===== config.mk =====
export PLATFORM = sky130hd
export DESIGN_NAME = switch_debouncer
export DESIGN_NICKNAME = d
export VERILOG_FILES = /design/src/rtl/switch_debouncer.sv
export SDC_FILE = /design/constraint.sdc
export NUM_CORES = 1
export LEC_CHECK = 0
export BUFFER_PORTS_ARGS = -buffer_cell sky130_fd_sc_hd__buf_2
export CAP_MARGIN = 10
export CORE_MARGIN = 3
export CORE_UTILIZATION = 50
export CTS_BUF_LIST = sky130_fd_sc_hd__clkbuf_4
export DETAILED_ROUTE_END_ITERATION = 10
export MAX_ROUTING_LAYER = met4
export PLACE_DENSITY = 0.64
export SYNTH_ARGS = -nofsm -noshare
export SYNTH_HDL_FRONTEND = slang
export SYNTH_SLANG_ARGS = --single-unit
export TNS_END_PERCENT = 30

===== constraint.sdc =====
create_clock -name i_clk -period 5.54 [get_ports i_clk]
set_clock_uncertainty 0.1 [all_clocks]
set_input_delay 1.108 -clock i_clk [delete_from_list [all_inputs] [get_ports i_clk]]
set_output_delay 1.108 -clock i_clk [all_outputs]
set_load 0.05 [all_outputs]

===== src/rtl/switch_debouncer.sv =====
// Two-flop synchronizer feeding independent per-channel debouncers.
// Each channel emits a clean level plus single-cycle rise/fall pulses.
module switch_debouncer_lane #(
  parameter int DEBOUNCE_CYCLES = 500000,
  parameter int CW              = 19
) (
  input  logic i_clk,
  input  logic i_rst_n,
  input  logic i_sync,
  output logic o_stable,
  output logic o_rise,
  output logic o_fall
);
  localparam logic [CW-1:0] CNT_LAST = CW'(DEBOUNCE_CYCLES - 1);

  logic [CW-1:0] cnt_q, cnt_d;
  logic          stable_q, stable_d;
  logic          rise_q, rise_d;
  logic          fall_q, fall_d;

  always_comb begin
    cnt_d    = cnt_q;
    stable_d = stable_q;
    rise_d   = 1'b0;
    fall_d   = 1'b0;
    if (i_sync == stable_q) begin
      cnt_d = '0;
    end else if (cnt_q == CNT_LAST) begin
      // Accepting clears the count, so it can never pass CNT_LAST.
      stable_d = i_sync;
      cnt_d    = '0;
      rise_d   = i_sync;
      fall_d   = ~i_sync;
    end else begin
      cnt_d = cnt_q + CW'(1);
    end
  end

  always_ff @(posedge i_clk or negedge i_rst_n) begin
    if (!i_rst_n) begin
      cnt_q    <= '0;
      stable_q <= 1'b0;
      rise_q   <= 1'b0;
      fall_q   <= 1'b0;
    end else begin
      cnt_q    <= cnt_d;
      stable_q <= stable_d;
      rise_q   <= rise_d;
      fall_q   <= fall_d;
    end
  end

  assign o_stable = stable_q;
  assign o_rise   = rise_q;
  assign o_fall   = fall_q;
endmodule

module switch_debouncer #(
  parameter int N               = 4,
  parameter int DEBOUNCE_CYCLES = 500000
) (
  input  logic         i_clk,
  input  logic         i_rst_n,
  input  logic [N-1:0] i_switch,
  output logic [N-1:0] o_switch_stable,
  output logic [N-1:0] o_rise,
  output logic [N-1:0] o_fall
);
  localparam int CW = (DEBOUNCE_CYCLES > 1) ? $clog2(DEBOUNCE_CYCLES) : 1;

  logic [N-1:0] sync1_q, sync1_d;
  logic [N-1:0] sync2_q, sync2_d;

  always_comb begin
    sync1_d = i_switch;
    sync2_d = sync1_q;
  end

  always_ff @(posedge i_clk or negedge i_rst_n) begin
    if (!i_rst_n) begin
      sync1_q <= '0;
      sync2_q <= '0;
    end else begin
      sync1_q <= sync1_d;
      sync2_q <= sync2_d;
    end
  end

  for (genvar g = 0; g < N; g++) begin : g_lane
    switch_debouncer_lane #(
      .DEBOUNCE_CYCLES(DEBOUNCE_CYCLES),
      .CW             (CW)
    ) u_lane (
      .i_clk   (i_clk),
      .i_rst_n (i_rst_n),
      .i_sync  (sync2_q[g]),
      .o_stable(o_switch_stable[g]),
      .o_rise  (o_rise[g]),
      .o_fall  (o_fall[g])
    );
  end
endmodule


* Word-level counts from Yosys, hierarchy flattened
Cells that the tools add are included.
** Operators by class
- $add $sub $neg :: 4
- Equality and inequality tests :: 8
- Multiplexer cells :: 24
- Bitwise logic cells :: 8
- Reduce and logical (&&, ||, !) cells :: 4
** Operator list (number)
- $mux W19 :: 8
- $add A19 B1 Y19 const B :: 4
- $eq A19 B19 Y1 const B :: 4
- $mux W1 :: 16
- $not A1 Y1 :: 8
- $reduce_and A2 Y1 :: 4
- $eq A1 B1 Y1 :: 4
** Word-level totals
- Register bits after elaboration :: 96
- Input port bits :: 6
- Output and inout port bits :: 12
- Word-level logic and storage cells :: 66

* Depth between registers and ports, before layout
Gate-level depths: netlist of run 1.
- Depth after elaboration :: 3
- Mapped depth :: 7
- Gate-level depth less buffers :: 5

* By module
From an unflattened synthesis of run 1, not the netlist that was laid out.
** Unflattened totals
- Cells, all modules :: 448
- Area, all modules :: 4604.4 um^2
** By module, submodules not included
- switch_debouncer_lane :: instances 4, cells an instance 110, area an instance 1101.1 um^2, sequential area each 550.5 um^2
- switch_debouncer :: instances 1, cells an instance 8, area an instance 200.2 um^2, sequential area each 200.2 um^2

* Least setup slack after synthesis of run 1
No wires, ideal clock.
- Path kind :: reg2reg
- Start point :: register g_lane[1].u_lane.cnt_q[6]
- End point :: register g_lane[1].u_lane.stable_q
- Data arrival time :: 1.834 ns
- Data required time :: 5.312 ns
- Path slack :: 3.479 ns
- Cell stages (with the launch flop) :: 5
- Period minus slack after synthesis :: 2.061 ns
- Path through :: dfrtp_1 > or4b_1 > or3_1 > or2_1 > mux2_1
** Between the ends
- Cells in the longest elaborated chain, start to end :: 2
** Ends and longest elaborated chain
- start, declared :: line 16 : logic [CW-1:0] cnt_q, cnt_d;
- start signal, assigned :: line 46 : cnt_q <= cnt_d;
- $eq A19 B19 Y1 :: line 28 : end else if (cnt_q == CNT_LAST) begin
- $reduce_and A2 Y1 (no line)
- end signal, assigned :: line 47 : stable_q <= stable_d;
- end, declared :: line 17 : logic stable_q, stable_d;
Every way passes these cells.
A chain may end at the register's enable or synchronous reset.

* Worst setup path in the final report of run 1
- Start point :: register g_lane[0].u_lane.cnt_q[0]
- End point :: register g_lane[0].u_lane.cnt_q[6]
** Between the ends
- Cells in the longest elaborated chain, start to end :: 3
- Elaborated cells between the ends (all ways) :: 4
** Ends and longest elaborated chain
- start, declared :: line 16
- start signal, assigned :: line 46
- $add A19 B1 Y19 or $eq A19 B19 Y1 (tied branches) :: line 35, 28
- $mux W19 (*) :: line 28
- $mux W19 (*) :: line 26 : if (i_sync == stable_q) begin
- named net g_lane[0].u_lane.cnt_d[6] :: line 16
Mark *: on every way through the listed nets, which the timed path passes. The rest lies on a longest branch.

==> key figures, run 1 <==
Status
  • Status: finished clean

Routing
  • Post-route ant nets: 0
  • DRT Pass-1 Iters: 4
  • Total Wirelength: 7877 um
  • Vias per cell: 5.603
  • Post-route DRC: 0
  • Vias: 3132
  • Initial DRC count: 122
  • Per-cell routed wire length: 14.09 um

Floorplanning
  • Rows: 34
  • I/O pins: 18
  • Total die area: 0.01022 mm^2
  • Die Span Y: 101.1 um
  • Die W: 101.1 um
  • CORE AREA: 0.008763 mm^2
  • Initial Util: 0.5161

Global route
  • Gr ovfl total: 0
  • Global-route wire length before repair: 13920 um
  • GRT Util Overall: 0.1753
  • Vias in the first global route: 3003
  • Antenna violations before repair: 0
  • Largest net degree at the start of global routing: 50

STA
  • Slew HR: 0.2039
  • Period minus WS final: 2.447 ns
  • Fin. Hold Viols: 0
  • Max Fclk: 408.7 MHz
  • Final TNS setup: 0 ns
  • Count of pins over their slew limit: 0
  • Unrepaired setup endpoints after global routing: false
  • Worst Max-Slew Pin Slew: 1.187 ns
  • Final setup vio count: 0
  • Tcrit/Tclk final: 0.4416

Synthesis
  • Synth Area in XOR/XNOR: 0.1046
  • Post-synth EDFFs: 0
  • Yosys cell types: 41
  • Synthesized cell area: 0.004523 mm^2
  • Register area share after synthesis: 0.5311
  • Cells after Synth: 438
  • Largest family of logic cells by synthesized area: simple AND/OR/NAND/NOR gates
  • Mux cell area share after synthesis: 0.009959
  • Adder-cell share of the synthesized area: 0.01107
  • Syn Nets: 448
  • Mean Syn Cell Area: 10.33 um^2
  • Post-synthesis register bit count: 96
  • Ys Warns: 0
  • Simple-gate share of the synthesized area: 0.2570
  • Ys flop type: dfrtp_1
  • Ys async rst share: 1.000
  • Post-synthesis compound-gate area fraction: 0.05035

Setup path
  • R2r startpoint: g_lane[0].u_lane.cnt_q[0]$_DFF_PN0_
  • R2r setup slk: 3.09 ns
  • Crit. End Element: flop
  • R2r worst-path depth: 5
  • Data required time at the worst endpoint: 5.71 ns
  • Worst-path fanout max: 17
  • Data arrival, critical path: 2.62 ns
  • R2R Path End: g_lane[0].u_lane.cnt_q[6]$_DFF_PN0_
  • CP Launch Type: flop
  • Worst Setup Path Type: reg -> reg

Final layout
  • Fillcell total: 768
  • Antenna diodes: 0
  • Area of the multi-input gates: 0.001958 mm^2
  • Post-synthesis to final-layout area growth: 5.339%
  • Share of layout cells above drive strength 1: 0.1020
  • Final instance area: 0.004765 mm^2
  • Leading cell type in the layout, fill and taps excluded: dfrtp_1
  • Layout Nets: 457
  • Utilization after layout: 0.5437
  • Most frequent cells in the layout: 96 x dfrtp_1, 57 x nor2_1, 30 x xnor2_1
  • Register area: 0.002402 mm^2

Power and ir drop
  • Combinational Power Share: 0.035
  • Clock power share: 0.321
  • Psw: 252.9 uW
  • Leak Pwr: 1.955 nW
  • Cell Pwr Density: 234.7 mW/mm^2
  • Internal power: 865.2 uW
  • Sw Share: 0.2262
  • Worst IR Drop VDD: 116.8 uV
  • Sequential Power Share: 0.644

Place
  • Placer Congestion: 0.8205
  • HPWL Detailed: 5370 um
  • Placed instance area: 0.004624 mm^2
  • I/O Buffers: 17

Job
  • Max Cap Violations: 0

Clocking
  • Clk slew on worst S/H paths: 0.15 ns
  • Setup Fix Bufs, Post-CTS: 0
  • CTS tree: done
  • Num CTS Buffers: 9
  • Max Buffers Root-to-Sink: 2
  • Clock sink total: 96
  • H-tree levels: 3
  • Clock root buffer master: clkbuf_4
  • Worst skew pair latency: 0.43 ns
  • Hold_buf cts: 0
  • Post-CTS sizing: 0

Worst hold path
  • Hold Path Sink: sync2_q[1]$_DFF_PN0_
  • Worst min path class: reg -> reg
  • Hold Path Stages: 0
  • Min-Delay Startpoint: sync1_q[1]$_DFF_PN0_
[worst max-delay path, cell delays in order (launching register included)]
cell     delay (ns)
dfrtp_1        0.41
ha_1           0.24
and4_1         0.34
nand3_1        0.12
o31ai_2        0.96
nor2_1         0.12
[state kept, by name (all words and copies together) (netlist names)]
| name | count |
|---|---|
| g_lane.u_lane.o_stable | 4 |
| g_lane.u_lane.cnt_q | 76 |
| sync2_q | 4 |
| g_lane.u_lane.o_fall | 4 |
| g_lane.u_lane.o_rise | 4 |
| sync1_q | 4 |
[through the flow]
step / cells / power [mW] / setup slack, ns / hold slack [ns]
floorplan: 438 / 0.7505 / 3.479 / 0.2312
global placement: 543 / 0.7724 / 3.195 / 0.2313
detailed placement: 543 / 0.7733 / 3.104 / 0.2365
CTS: 558 / 1.137 / 3.073 / 0.2668
global route: 559 / 1.175 / 2.903 / 0.2730
finish: 559 / 1.118 / 3.093 / 0.2629
[worst max path at each step]
stage	from	end	slack (ns)	cells after the start
floorplan	g_lane[1].u_lane.cnt_q[6]$_DFF_PN0_	g_lane[1].u_lane.o_stable$_DFFE_PN0P_	3.48	4
global placement	i_rst_n	g_lane[3].u_lane.cnt_q[6]$_DFF_PN0_	3.20	2
detailed placement	g_lane[0].u_lane.cnt_q[0]$_DFF_PN0_	g_lane[0].u_lane.cnt_q[10]$_DFF_PN0_	3.10	5
CTS	g_lane[0].u_lane.cnt_q[0]$_DFF_PN0_	g_lane[0].u_lane.cnt_q[6]$_DFF_PN0_	3.07	5
global route	g_lane[0].u_lane.cnt_q[0]$_DFF_PN0_	g_lane[0].u_lane.cnt_q[10]$_DFF_PN0_	2.90	5
finish	g_lane[0].u_lane.cnt_q[0]$_DFF_PN0_	g_lane[0].u_lane.cnt_q[6]$_DFF_PN0_	3.09	5
[cell type report]
type | instances | share of cell area
clock buffer | 11 | 0.01733
clock inverter | 4 | 0.009716
inverter | 9 | 0.007090
multi-input combinational | 312 | 0.4110
sequential | 96 | 0.5042
tap | 108 | 0.02836
timing repair buffer | 19 | 0.02232
[metal layers]
| metal | vias up | share of wire | wire length [um] | track usage |
|---|---|---|---|---|
| met5 | - | 0 | 0 | - |
| met4 | 0 | 0.0094 | 74 | 0.05112 |
| met3 | 8 | 0.036 | 284 | 0.05952 |
| met2 | 45 | 0.46 | 3634 | 0.2530 |
| met1 | 1512 | 0.49 | 3883 | 0.2357 |
| li1 | 1567 | - | - | - |
[Yosys cell counts, types with 7 or more instances]
cell	n	area, um^2
o21ai_0	9	45.04
xor2_1	24	210.2
o31ai_1	7	52.55
buf_4	12	90.09
nand2_1	25	93.84
a21oi_1	18	90.09
inv_1	9	33.78
xnor2_1	30	262.8
nor2_1	57	214.0
or3_1	11	68.82
nor3b_1	9	67.56
or4_1	13	97.59
and3_1	9	56.30
nand4_1	23	143.9
dfrtp_1	96	2402
nor4_1	11	68.82
nand3_1	22	110.1
[kinds of logic after synthesis]
logic type | after synthesis
simple gates | 211
xor+xnor | 54
mux | 4
flops | 96
compound gates | 39
fa+ha+maj | 4
buf+inv | 30
[power groups by stage]
stage	logic [mW]	registers [mW]	clock network, mW
3_3_place_gp	0.0390	0.733	0
4_1_cts	0.0397	0.721	0.377
6_report	0.0388	0.721	0.359
2_1_floorplan	0.0187	0.732	0
5_1_grt	0.0455	0.723	0.406
3_5_place_dp	0.0397	0.734	0
Power figures use the tool's default switching activity.
==> run 2: changes to the inputs <==
PLACE_DENSITY = 0.66   (was 0.64)
clock period = 2.01 ns   (was 5.54 ns; I/O delays follow)
==> key figures, run 2 (synthesis gave the netlist of run 1 again) <==
Place
  • HPWL Detailed: 6153 um (+15%)
  • Placed instance area: 0.005025 mm^2 (+8.7%)
  • I/O Buffers: 17 (unchanged)
  • Placer Congestion: 0.8759 (+6.8%)
  • Cells after DPL: 593 (+9.2%)

Setup path
  • CP Capture Point: g_lane[1].u_lane.o_stable$_DFFE_PN0P_
  • Data required time at the worst endpoint: 2.24 ns (-3.47 ns)
  • Crit. End Element: flop
  • Worst-path fanout max: 3 (-14)
  • R2r setup slk: -0.09 ns (-3.18 ns)
  • Worst Setup Path Type: reg -> reg
  • CP Launch Type: flop
  • Crit path launch: g_lane[1].u_lane.cnt_q[9]$_DFF_PN0_
  • R2r worst-path depth: 4 (-1)
  • Data arrival, critical path: 2.33 ns (-0.29 ns)
  • R2R Path End: g_lane[1].u_lane.o_stable$_DFFE_PN0P_
  • R2r startpoint: g_lane[1].u_lane.cnt_q[9]$_DFF_PN0_

Worst hold path
  • Worst min path class: reg -> reg
  • Min-Delay Startpoint: sync1_q[0]$_DFF_PN0_

Routing
  • Total Wirelength: 8719 um (+11%)
  • Post-route ant nets: 0 (unchanged)
  • Post-route DRC: 0 (unchanged)
  • Vias: 3350 (+7.0%)
  • Vias per cell: 5.412 (-3.4%)
  • Per-cell routed wire length: 14.09 um (about the same)
  • DRT Pass-1 Iters: 4 (unchanged)
  • Initial DRC count: 92 (-25%)

Final layout
  • Most frequent cells in the layout: 94 x dfrtp_1, 57 x nor2_1, 53 x buf_4
  • Utilization after layout: 0.6078 (+0.06411)
  • Leading cell type in the layout, fill and taps excluded: dfrtp_1
  • Final instance area: 0.005326 mm^2 (+12%)
  • Post-synthesis to final-layout area growth: 17.76%
  • Largest Register: g_lane.u_lane.cnt_q
  • Layout Nets: 516 (+13%)
  • Share of layout cells above drive strength 1: 0.2270 (+0.1250)
  • Layout Cells excl Fill: 619 (+11%)
  • Max FFs per register: 76 (unchanged)
  • Antenna diodes: 0 (unchanged)

Clocking
  • Worst skew pair latency: 0.43 ns (about the same)
  • CTS tree: done
  • Clock sink total: 96 (unchanged)
  • Clock root buffer master: clkbuf_4
  • Clk slew on worst S/H paths: 0.14 ns (about the same)
  • H-tree levels: 3 (unchanged)
  • Max Buffers Root-to-Sink: 2 (unchanged)
  • Num CTS Buffers: 9 (unchanged)

Floorplanning
  • Total die area: 0.01022 mm^2 (unchanged)
  • Rows: 34 (unchanged)
  • Die Span Y: 101.1 um (unchanged)
  • I/O pins: 18 (unchanged)
  • Die W: 101.1 um (unchanged)
  • CORE AREA: 0.008763 mm^2 (unchanged)
  • Initial Util: 0.5161 (unchanged)

Power and ir drop
  • Leak Pwr: 2.271 nW (+16%)
  • Worst IR Drop VDD: 384.0 uV (+230%)
  • Cell Pwr Density: 593.7 mW/mm^2 (+150%)

Status
  • Failing checks: setup timing
  • Status: finished, violations left

STA
  • Tcrit/Tclk final: 1.045 (+0.6031)
  • Unrepaired setup endpoints after global routing: true
  • Period minus WS final: 2.100 ns (-0.3468 ns)
  • Setup ws final: -0.08987 ns (-3.183 ns)
  • Final setup vio count: 21 (+21)
  • Slew HR: 0.7098 (+0.5058)
  • Max Fclk: 476.2 MHz (+17%)
  • Fin Hold WS: 0.2654 ns (+0.002510 ns)
  • Worst Max-Slew Pin Slew: 0.4354 ns (-0.7516 ns)
  • Count of pins over their slew limit: 0 (unchanged)
  • Fin. Hold Viols: 0 (unchanged)
  • Final TNS setup: -0.6679 ns (-0.6679 ns)

Job
  • Max Cap Violations: 0 (unchanged)

Global route
  • Largest net degree at the start of global routing: 38 (-24%)
  • GRT Util Overall: 0.1882 (+0.01293)
  • Gr ovfl total: 0 (unchanged)
  • Global-route wire length before repair: 14870 um (+6.8%)
  • Vias in the first global route: 3267 (+8.8%)
  • Antenna violations before repair: 0 (unchanged)
==> run 2: changes by cell type in the layout (fill, tap and decap cells not counted), moves of 2 or more <==
cell / previous run / this run
or4_1: 13 / 10
dfrtp_1: 96 / 94
or3_4: 0 / 2
buf_4: 2 / 53
nor3b_2: 0 / 2
buf_12: 0 / 2
nor3b_1: 9 / 7
dlygate4sd3_1: 0 / 5
or4_4: 0 / 3
dfrtp_2: 0 / 2
==> run 2: timing repair <==
item / 4_1_cts / 5_1_grt
hold buffers: 5 / 0
pin swaps: 0 / 5
endpoints found under the setup margin: 6 / 27
cloned: 0 / 0
hold endpoints to repair: 34 / 0
buffers inserted: 0 / 5
gates resized for setup: 4 / 15
==> run 2: worst min-delay path by stage <==
stage                                                      to  slack, ns  cells after the start
after floorplan           g_lane[0].u_lane.cnt_q[0]$_DFF_PN0_      0.006                      0
after global placement                   sync2_q[1]$_DFF_PN0_       0.23                      0
after detailed placement                 sync2_q[0]$_DFF_PN0_       0.23                      0
after CTS                                sync2_q[0]$_DFF_PN0_       0.27                      0
after global routing                     sync2_q[2]$_DFF_PN0_       0.28                      0
final                                    sync2_q[0]$_DFF_PN0_       0.27                      0
==> run 2: layout make-up <==
| cell class | instances | area, um^2 |
|---|---|---|
| inverter | 9 | 33.78 |
| fill | 734 | 3437 |
| sequential | 96 | 2405 |
| tap | 108 | 135.1 |
| clock inverter | 5 | 57.56 |
| clock buffer | 11 | 82.58 |
| timing repair buffer | 78 | 590.6 |
| multi-input combinational | 312 | 2022 |
==> run 2: power by group <==
part,switching (mW),internal (mW)
Clock,0.613,0.406
Combinational,0.0910,0.0661
Sequential,0.0266,1.96
Total,0.731,2.43
==> run 2: critical path, cell delays in order (launching register included) <==
cell	delay (ns)
dfrtp_1	0.40
or4b_4	0.54
or3_4	0.40
or2_4	0.27
mux2_4	0.30
==> run 2: metal layers <==
layer	track usage	wire (um)
met1	0.2497	4103
met3	0.05744	286
met5	-	0
met2	0.2847	4252
met4	0.04601	76
==> run 2: stage by stage <==
| stage | setup slack [ns] | power (mW) |
|---|---|---|
| after floorplan | -0.05120 | 2.069 |
| after detailed placement | -0.03420 | 2.165 |
| after global placement | -0.008545 | 2.160 |
| after CTS | -0.03075 | 3.218 |
| after global routing | -0.1248 | 3.331 |
| final | -0.08987 | 3.162 |
